==> config.mk <==
export PLATFORM = sky130hd
export DESIGN_NAME = mux_arbiter
export DESIGN_NICKNAME = d
export VERILOG_FILES = /design/src/rtl/mux_pkg.sv /design/src/rtl/mux.sv /design/src/rtl/rr_arb2.sv /design/src/rtl/mux_arbiter.sv
export SDC_FILE = /design/constraint.sdc
export NUM_CORES = 1
export LEC_CHECK = 0
export BUFFER_PORTS_ARGS = -buffer_cell sky130_fd_sc_hd__buf_2
export CAP_MARGIN = 20
export CORE_AREA = 2 2 39 41
export DETAILED_ROUTE_END_ITERATION = 6
export DIE_AREA = 0 0 41 43
export HOLD_SLACK_MARGIN = 0.1
export MAX_ROUTING_LAYER = met4
export PLACE_DENSITY = 0.54
export SLEW_MARGIN = 25
export SYNTH_ARGS = -nofsm -noshare
export SYNTH_HDL_FRONTEND = slang
export SYNTH_SLANG_ARGS = --single-unit
==> constraint.sdc <==
create_clock -name clk -period 0.9 [get_ports clk]
set_input_delay 0.045 -clock clk [delete_from_list [all_inputs] [get_ports clk]]
set_output_delay 0.045 -clock clk [all_outputs]
set_load 0.01 [all_outputs]
==> src/rtl/mux_pkg.sv <==
// Shared constants for the arbitrated 2:1 mux: source encodings and default bus width.
package mux_pkg;

  localparam int   BUS_WIDTH = 4;
  localparam logic SRC_A     = 1'b0;
  localparam logic SRC_B     = 1'b1;

  function automatic logic other_src(input logic src);
    return ~src;
  endfunction

endpackage

==> src/rtl/mux.sv <==
// Plain 2:1 datapath mux; switch selects b when high (SRC_B), a otherwise.
module mux #(
  parameter int WIDTH = mux_pkg::BUS_WIDTH
) (
  input  logic [WIDTH-1:0] a,
  input  logic [WIDTH-1:0] b,
  input  logic             switch,
  output logic [WIDTH-1:0] q
);
  import mux_pkg::*;

  assign q = (switch == SRC_B) ? b : a;

endmodule

==> src/rtl/rr_arb2.sv <==
// Two-way round-robin priority: picks the valid source, alternating on contention,
// with an optional burst lock that lets the last winner keep the grant.
module rr_arb2 (
  input  logic [1:0] valid,
  input  logic       last,
  input  logic [1:0] lock,
  output logic       sel
);
  import mux_pkg::*;

  // With no requester the choice is irrelevant; ready is gated by load upstream.
  always_comb begin
    sel = other_src(last);
    if (lock[last] && valid[last]) begin
      sel = last;
    end else if (valid == 2'b01) begin
      sel = SRC_A;
    end else if (valid == 2'b10) begin
      sel = SRC_B;
    end
  end

endmodule

==> src/rtl/mux_arbiter.sv <==
// Round-robin arbiter feeding a single-entry registered output stage.
// Define MUX_ARB_LOCK_EN to add a_lock/b_lock burst-hold inputs.
//
// Handshakes: a word moves on a channel in any cycle where valid and ready are
// both high at the rising edge; valid must not depend on ready, ready may
// depend on valid, and once a_ready/b_ready is seen the word is taken.
module mux_arbiter #(
  parameter int BUS_WIDTH = mux_pkg::BUS_WIDTH
) (
  input  logic                 clk,
  input  logic                 rst_n,
  input  logic [BUS_WIDTH-1:0] a,
  input  logic                 a_valid,
  output logic                 a_ready,
  input  logic [BUS_WIDTH-1:0] b,
  input  logic                 b_valid,
  output logic                 b_ready,
  output logic [BUS_WIDTH-1:0] q,
  output logic                 q_valid,
  input  logic                 q_ready,
  output logic                 q_src
`ifdef MUX_ARB_LOCK_EN
  ,
  input  logic                 a_lock,
  input  logic                 b_lock
`endif
);
  import mux_pkg::*;

  logic                 last;
  logic                 sel;
  logic                 space;
  logic                 load;
  logic [1:0]           lock;
  logic [BUS_WIDTH-1:0] mux_q;

`ifdef MUX_ARB_LOCK_EN
  assign lock = {b_lock, a_lock};
`else
  assign lock = 2'b00;
`endif

  rr_arb2 u_arb (
    .valid ({b_valid, a_valid}),
    .last  (last),
    .lock  (lock),
    .sel   (sel)
  );

  mux #(.WIDTH(BUS_WIDTH)) u_mux (
    .a      (a),
    .b      (b),
    .switch (sel),
    .q      (mux_q)
  );

  // A simultaneous drain and load keeps the stage full at one word per cycle.
  assign space   = !q_valid || q_ready;
  assign load    = rst_n && space && (a_valid || b_valid);
  assign a_ready = load && (sel == SRC_A);
  assign b_ready = load && (sel == SRC_B);

  always_ff @(posedge clk) begin
    if (!rst_n) begin
      q       <= '0;
      q_valid <= 1'b0;
      q_src   <= SRC_A;
      last    <= SRC_B;
    end else if (load) begin
      q       <= mux_q;
      q_valid <= 1'b1;
      q_src   <= sel;
      last    <= sel;
    end else if (q_valid && q_ready) begin
      q_valid <= 1'b0;
    end
  end

endmodule

* After elaboration in Yosys (flattened, before gate mapping)
Cells that the tools add are included.
Word-level totals: latch bits 0, bits of input ports 13, logic and storage cells 28, RAM bits 0, register bits 7, output and inout bits 8, ROM bits 0, memories kept 0
Operators by class: reduce and logical (&&, ||, !) cells 10, magnitude comparators 1, equal/unequal tests 2, bitwise gates (word level) 2, add/sub/neg operators 0, multiply operators 0, div/mod/pow operators 0, muxes and demuxes 9, shift operators 0
Operators by type and width (number):
- 1-bit 2-to-1 mux | 8
- 1-bit logical AND | 6
- 4-bit 2-to-1 mux | 1
- 2-bit by 1-bit == test with 1-bit output, second input constant | 1
- 2-bit == test, second input constant | 1
- 1-bit logical OR | 2
- 1-bit by 2-bit < comparator with 1-bit output, second input constant | 1
- 1-bit NOT | 2
- 2-bit nonzero test | 1
- 1-bit logical NOT | 1

* Logic depth before layout (Yosys ltp)
word-level depth 6, mapped depth 5, mapped depth without buffers 4

* Modules after synthesis
From an unflattened synthesis, not the netlist that was laid out.
Unflattened totals: cell total of the unflattened synthesis 41, area total of the unflattened synthesis 372.9 sq um
Modules (own cells, without submodules):
- mux_arbiter | instances 1, area each 301.5 sq um, sequential area each 140.1 sq um, cells each 33
- mux | instances 1, area each 45.0 sq um, sequential area each 0.0 sq um, cells each 4
- rr_arb2 | instances 1, area each 26.3 sq um, sequential area each 0.0 sq um, cells each 4

* Worst setup path before layout
Ideal clock, no wire load.
path type register to register, start point reg q_valid, end point reg q[0], data required time 0.780 ns, data arrival time 0.929 ns, period minus slack after synthesis 1.049 ns, buffers on the path 1, stages on the path, launching flop included 6, path slack -0.149 ns, setup time 0.120 ns, path through dfxtp_1 nand2b_1 and3b_1 buf_2 o21ai_0 a21oi_1
On the way: longest elaborated chain between the ends 4
Ends and longest elaborated chain:
- from (decl) | line mux_arbiter.sv:19 | output logic q_valid,
- from (signal assigned) | line mux_arbiter.sv:66 | q_valid <= 1'b0;
- from (signal assigned) | line mux_arbiter.sv:71 | q_valid <= 1'b1;
- from (signal assigned) | line mux_arbiter.sv:75 | q_valid <= 1'b0;
- 1-bit logical NOT | line mux_arbiter.sv:58 | assign space = !q_valid || q_ready;
- 1-bit logical OR | line mux_arbiter.sv:58
- 1-bit logical AND (2 in series) | line mux_arbiter.sv:59 | assign load = rst_n && space && (a_valid || b_valid);
- to (signal assigned) | line mux_arbiter.sv:70 | q <= mux_q;
- to (decl) | line mux_arbiter.sv:18 | output logic [BUS_WIDTH-1:0] q,
No other way between the ends. A chain may end at the register's enable or synchronous reset.

* Worst setup path in the final report
start point reg last, end point out b_ready
On the way: longest elaborated chain between the ends 5, elaborated cells on any way between the ends 8, classes of those cells mux: 5; bitwise: 1; reduce/logical: 2
Ends and longest elaborated chain:
- from (decl) | line mux_arbiter.sv:30 | logic last;
- from (signal assigned) | line mux_arbiter.sv:73 | last <= sel;
- 1-bit 2-to-1 mux (implied by the code) / 1-bit NOT (equally long branches) | line rr_arb2.sv:14, mux_pkg.sv:9
- 1-bit 2-to-1 mux (on tied branches) | line rr_arb2.sv:14, rr_arb2.sv:18
- 1-bit logical AND / 1-bit 2-to-1 mux (equally long branches) | line rr_arb2.sv:14, rr_arb2.sv:16
- 1-bit 2-to-1 mux * | line rr_arb2.sv:14 | if (lock[last] && valid[last]) begin
- 1-bit logical AND * | line mux_arbiter.sv:61 | assign b_ready = load && (sel == SRC_B);
- to (decl) | line mux_arbiter.sv:17 | output logic b_ready,
Mark *: on every way between the ends. The rest lies on a longest branch, timed or not. The select of a mux whose other input is x is not followed.

==> summary.txt <==
Clock tree
  – H-tree depth: 1
  – Inserted Clock Buffers: 3
  – Clock tree buffer depth: 2
  – CTS tree: yes
  – Post-CTS Hold Buffers: 8
  – Clk sink count: 7
  – Reg clk slew, reported paths: 0.05 ns
  – Clock Tree Root: clkbuf_4
  – Clk_lat worst skew: 0.25 ns

Logic synthesis
  – Mapped Nets: 45
  – Avg Cell Area, Syn: 9.384 um^2
  – Yosys warns: 0
  – Seq cells post-synth: 7
  – Syn Inst Count: 32
  – Distinct cells, synth: 14
  – Sequential area share after synthesis: 46.67%
  – Post-Syn Area: 300.3 um^2

STA
  – WHS: 0.09649 ns
  – Endpoints failing setup: 8
  – Minimum clock period after layout: 1.258 ns
  – RSZ-0062 raised after global routing: true
  – Least-Margin Pin Slew: 0.1241 ns
  – Setup Skew: 0.004203 ns
  – Fin Setup TNS: -1.974 ns
  – Setup WS post-layout: -0.3578 ns
  – Fin. max-slew vios: 0
  – Worst rel slew slack: 91.49%
  – Max Freq: 0.7950 GHz
  – Final hold violations: 0
  – Final cycle utilization of the critical path: 139.8%

Setup path
  – Critical path arrival: 1.21 ns
  – Nature of the critical path endpoint: output pin
  – Crit Path Category: register to output pin
  – CP top delay family: adder cells
  – Crit-path max cell delay: 0.33 ns
  – CP Launch Type: register
  – Worst R2R Setup Slack: -0.25 ns
  – Reg2reg start: last$_SDFFE_PN1P_
  – Slowest cell on crit path: maj3_2
  – Worst EP required: 0.85 ns
  – Buf+Inv Stages, Crit Path: 1
  – Cells along the critical path: maj3_2 > and2b_1 > buf_2
  – R2R cell count: 4
  – Reg-to-reg critical path endpoint: q[2]$_SDFFE_PN0P_
  – Worst-path fanout max: 4

Global routing
  – Largest net degree at the start of global routing: 8
  – Global-route usage over all layers: 11.64%
  – Vias in the first global route: 372
  – Global-route wire length before repair: 1373 um
  – Initial antenna violation count: 0
  – Overflow after GRT: 0

Finish
  – Final core utilization: 43.76%
  – Area growth, synth to finish: 101.7%
  – Antenna cell count: 0
  – Most frequent cells in the layout: 19 x buf_2, 8 x dlygate4sd3_1, 7 x buf_4
  – Final #Nets: 85
  – Design area: 605.6 um^2
  – Fill count: 132
  – Commonest non-fill, non-tap cell in the layout: buf_2
  – Share of cells above drive strength 1: 54.93%

Outcome
  – Status: complete, but fails checks
  – Violated checks: setup timing

Min path
  – HP Start: q_ready
  – Worst hold path depth: 3
  – Hold Path Sink: q_valid$_SDFFE_PN0P_
  – Worst Hold Class: primary input to register

Run
  – Max cap viols: 0

Die
  – Die width: 41 um
  – Initial Utilization: 21.70%
  – Die Height: 43 um
  – Core area: 1384 um^2
  – DIE AREA: 1763 um^2
  – Placement Rows: 14
  – # IOs: 21

Drt
  – Total number of vias: 357
  – WL/cell: 9.586 um
  – First-pass DRT Iterations: 2
  – Initial DRC count: 1
  – DR vias/cell: 4.103
  – Final routed DRC violation total: 0
  – Routed Antenna Nets: 0
  – WL final: 834 um

Power and ir drop
  – Tot Pwr: 0.8551 mW
  – Lkg Pwr: 0.3130 nW
  – Maximum vdd drop: 0.7129 mV
  – Power per cell area: 1412 nW/um^2

Placed design
  – Number of I/O port buffers: 20
  – Post-DP HPWL: 541.4 um
  – GP Congestion: 0.6980
  – Area after DPL: 446.7 um^2
[kinds of logic (layout without fill, tap and decap cells)]
| family | after synthesis | in the layout | synth area share, % |
|---|---|---|---|
| buffers and inverters | 2 | 41 | 2.914 |
| AO/OA/AOI/OAI | 11 | 11 | 19.16 |
| adder cells (fa/ha/maj) | 1 | 1 | 3.750 |
| AND/OR/NAND/NOR | 7 | 7 | 14.17 |
| flip-flops | 7 | 7 | 46.67 |
| multiplexers | 4 | 4 | 13.33 |
[cell type report]
| cell class | instances | area (um^2) | area share [%] |
|---|---|---|---|
| inverters | 1 | 3.754 | 0.6198 |
| multi-input cells | 23 | 162.7 | 26.86 |
| repair buffers | 36 | 250.2 | 41.32 |
| clock buffers | 4 | 26.28 | 4.339 |
| flip-flops and latches | 7 | 142.6 | 23.55 |
| well taps | 16 | 20.02 | 3.306 |
[how the worst max path moves through the flow]
stage	slack [ns]	end	cells past startpoint	startpoint
after global placement	-0.18	q[2]$_SDFFE_PN0P_	3	last$_SDFFE_PN1P_
after CTS	-0.38	b_ready	3	last$_SDFFE_PN1P_
after floorplan	-0.08	q[0]$_SDFFE_PN0P_	3	last$_SDFFE_PN1P_
final	-0.36	b_ready	3	last$_SDFFE_PN1P_
after detailed placement	-0.16	q[1]$_SDFFE_PN0P_	3	last$_SDFFE_PN1P_
after global routing	-0.41	b_ready	3	last$_SDFFE_PN1P_
[metal layers]
layer	wire, um	GRT usage (%)	up-vias	part of all wire [%]
li1	-	-	189	-
met1	362	13.55	150	43
met2	398	17.19	16	48
met3	69	3.665	2	8.3
met4	4	6.000	0	0.48
met5	0	-	-	0
[power breakdown]
group / internal (mW) / switching [mW] / total, mW / leakage [nW]
Clock: 0.169 / 0.108 / 0.277 / 0.0150
Combinational: 0.137 / 0.0908 / 0.228 / 0.240
Sequential: 0.338 / 0.0128 / 0.350 / 0.0578
[metrics by stage]
step           instances  worst slack (ns)
2_1_floorplan         32          -0.08196
3_3_place_gp          71           -0.1761
3_5_place_dp          71           -0.1580
4_1_cts               86           -0.3756
5_1_grt               87           -0.4096
6_report              87           -0.3578
[worst reg2reg max path: cells and delay by family, from the launching register on]
family / cells / cell delay (ns)
buffers and inverters: 1 / 0.17
adders and majority gates: 1 / 0.33
AOI/OAI and AO/OA: 1 / 0.08
DFF: 1 / 0.32
muxes: 1 / 0.14
[state kept, by name (all words and copies together), names as in the netlist]
name	cells
last	1
q	4
q_valid	1
q_src	1
[synthesized netlist by cell type (all sizes together)]
| cell type | n | share of area [%] |
|---|---|---|
| dfxtp | 7 | 47 |
| o21ai | 6 | 10 |
| a21oi | 4 | 6.7 |
| mux2i | 4 | 13 |
| nor2 | 3 | 3.7 |
| a21boi | 1 | 2.5 |
| and2 | 1 | 2.9 |
| and2b | 1 | 2.5 |
| and3b | 1 | 2.9 |
| buf | 1 | 1.7 |
| inv | 1 | 1.2 |
| maj3 | 1 | 3.7 |
| nand2b | 1 | 2.1 |
[what timing repair did]
item	in CTS	in global routing
endpoints found under the hold margin	5	1
gates resized for setup	4	3
setup endpoints to repair	8	8
buffers inserted	3	1
pin swaps	3	5
No activity file was read; power rests on OpenSTA's default activity.
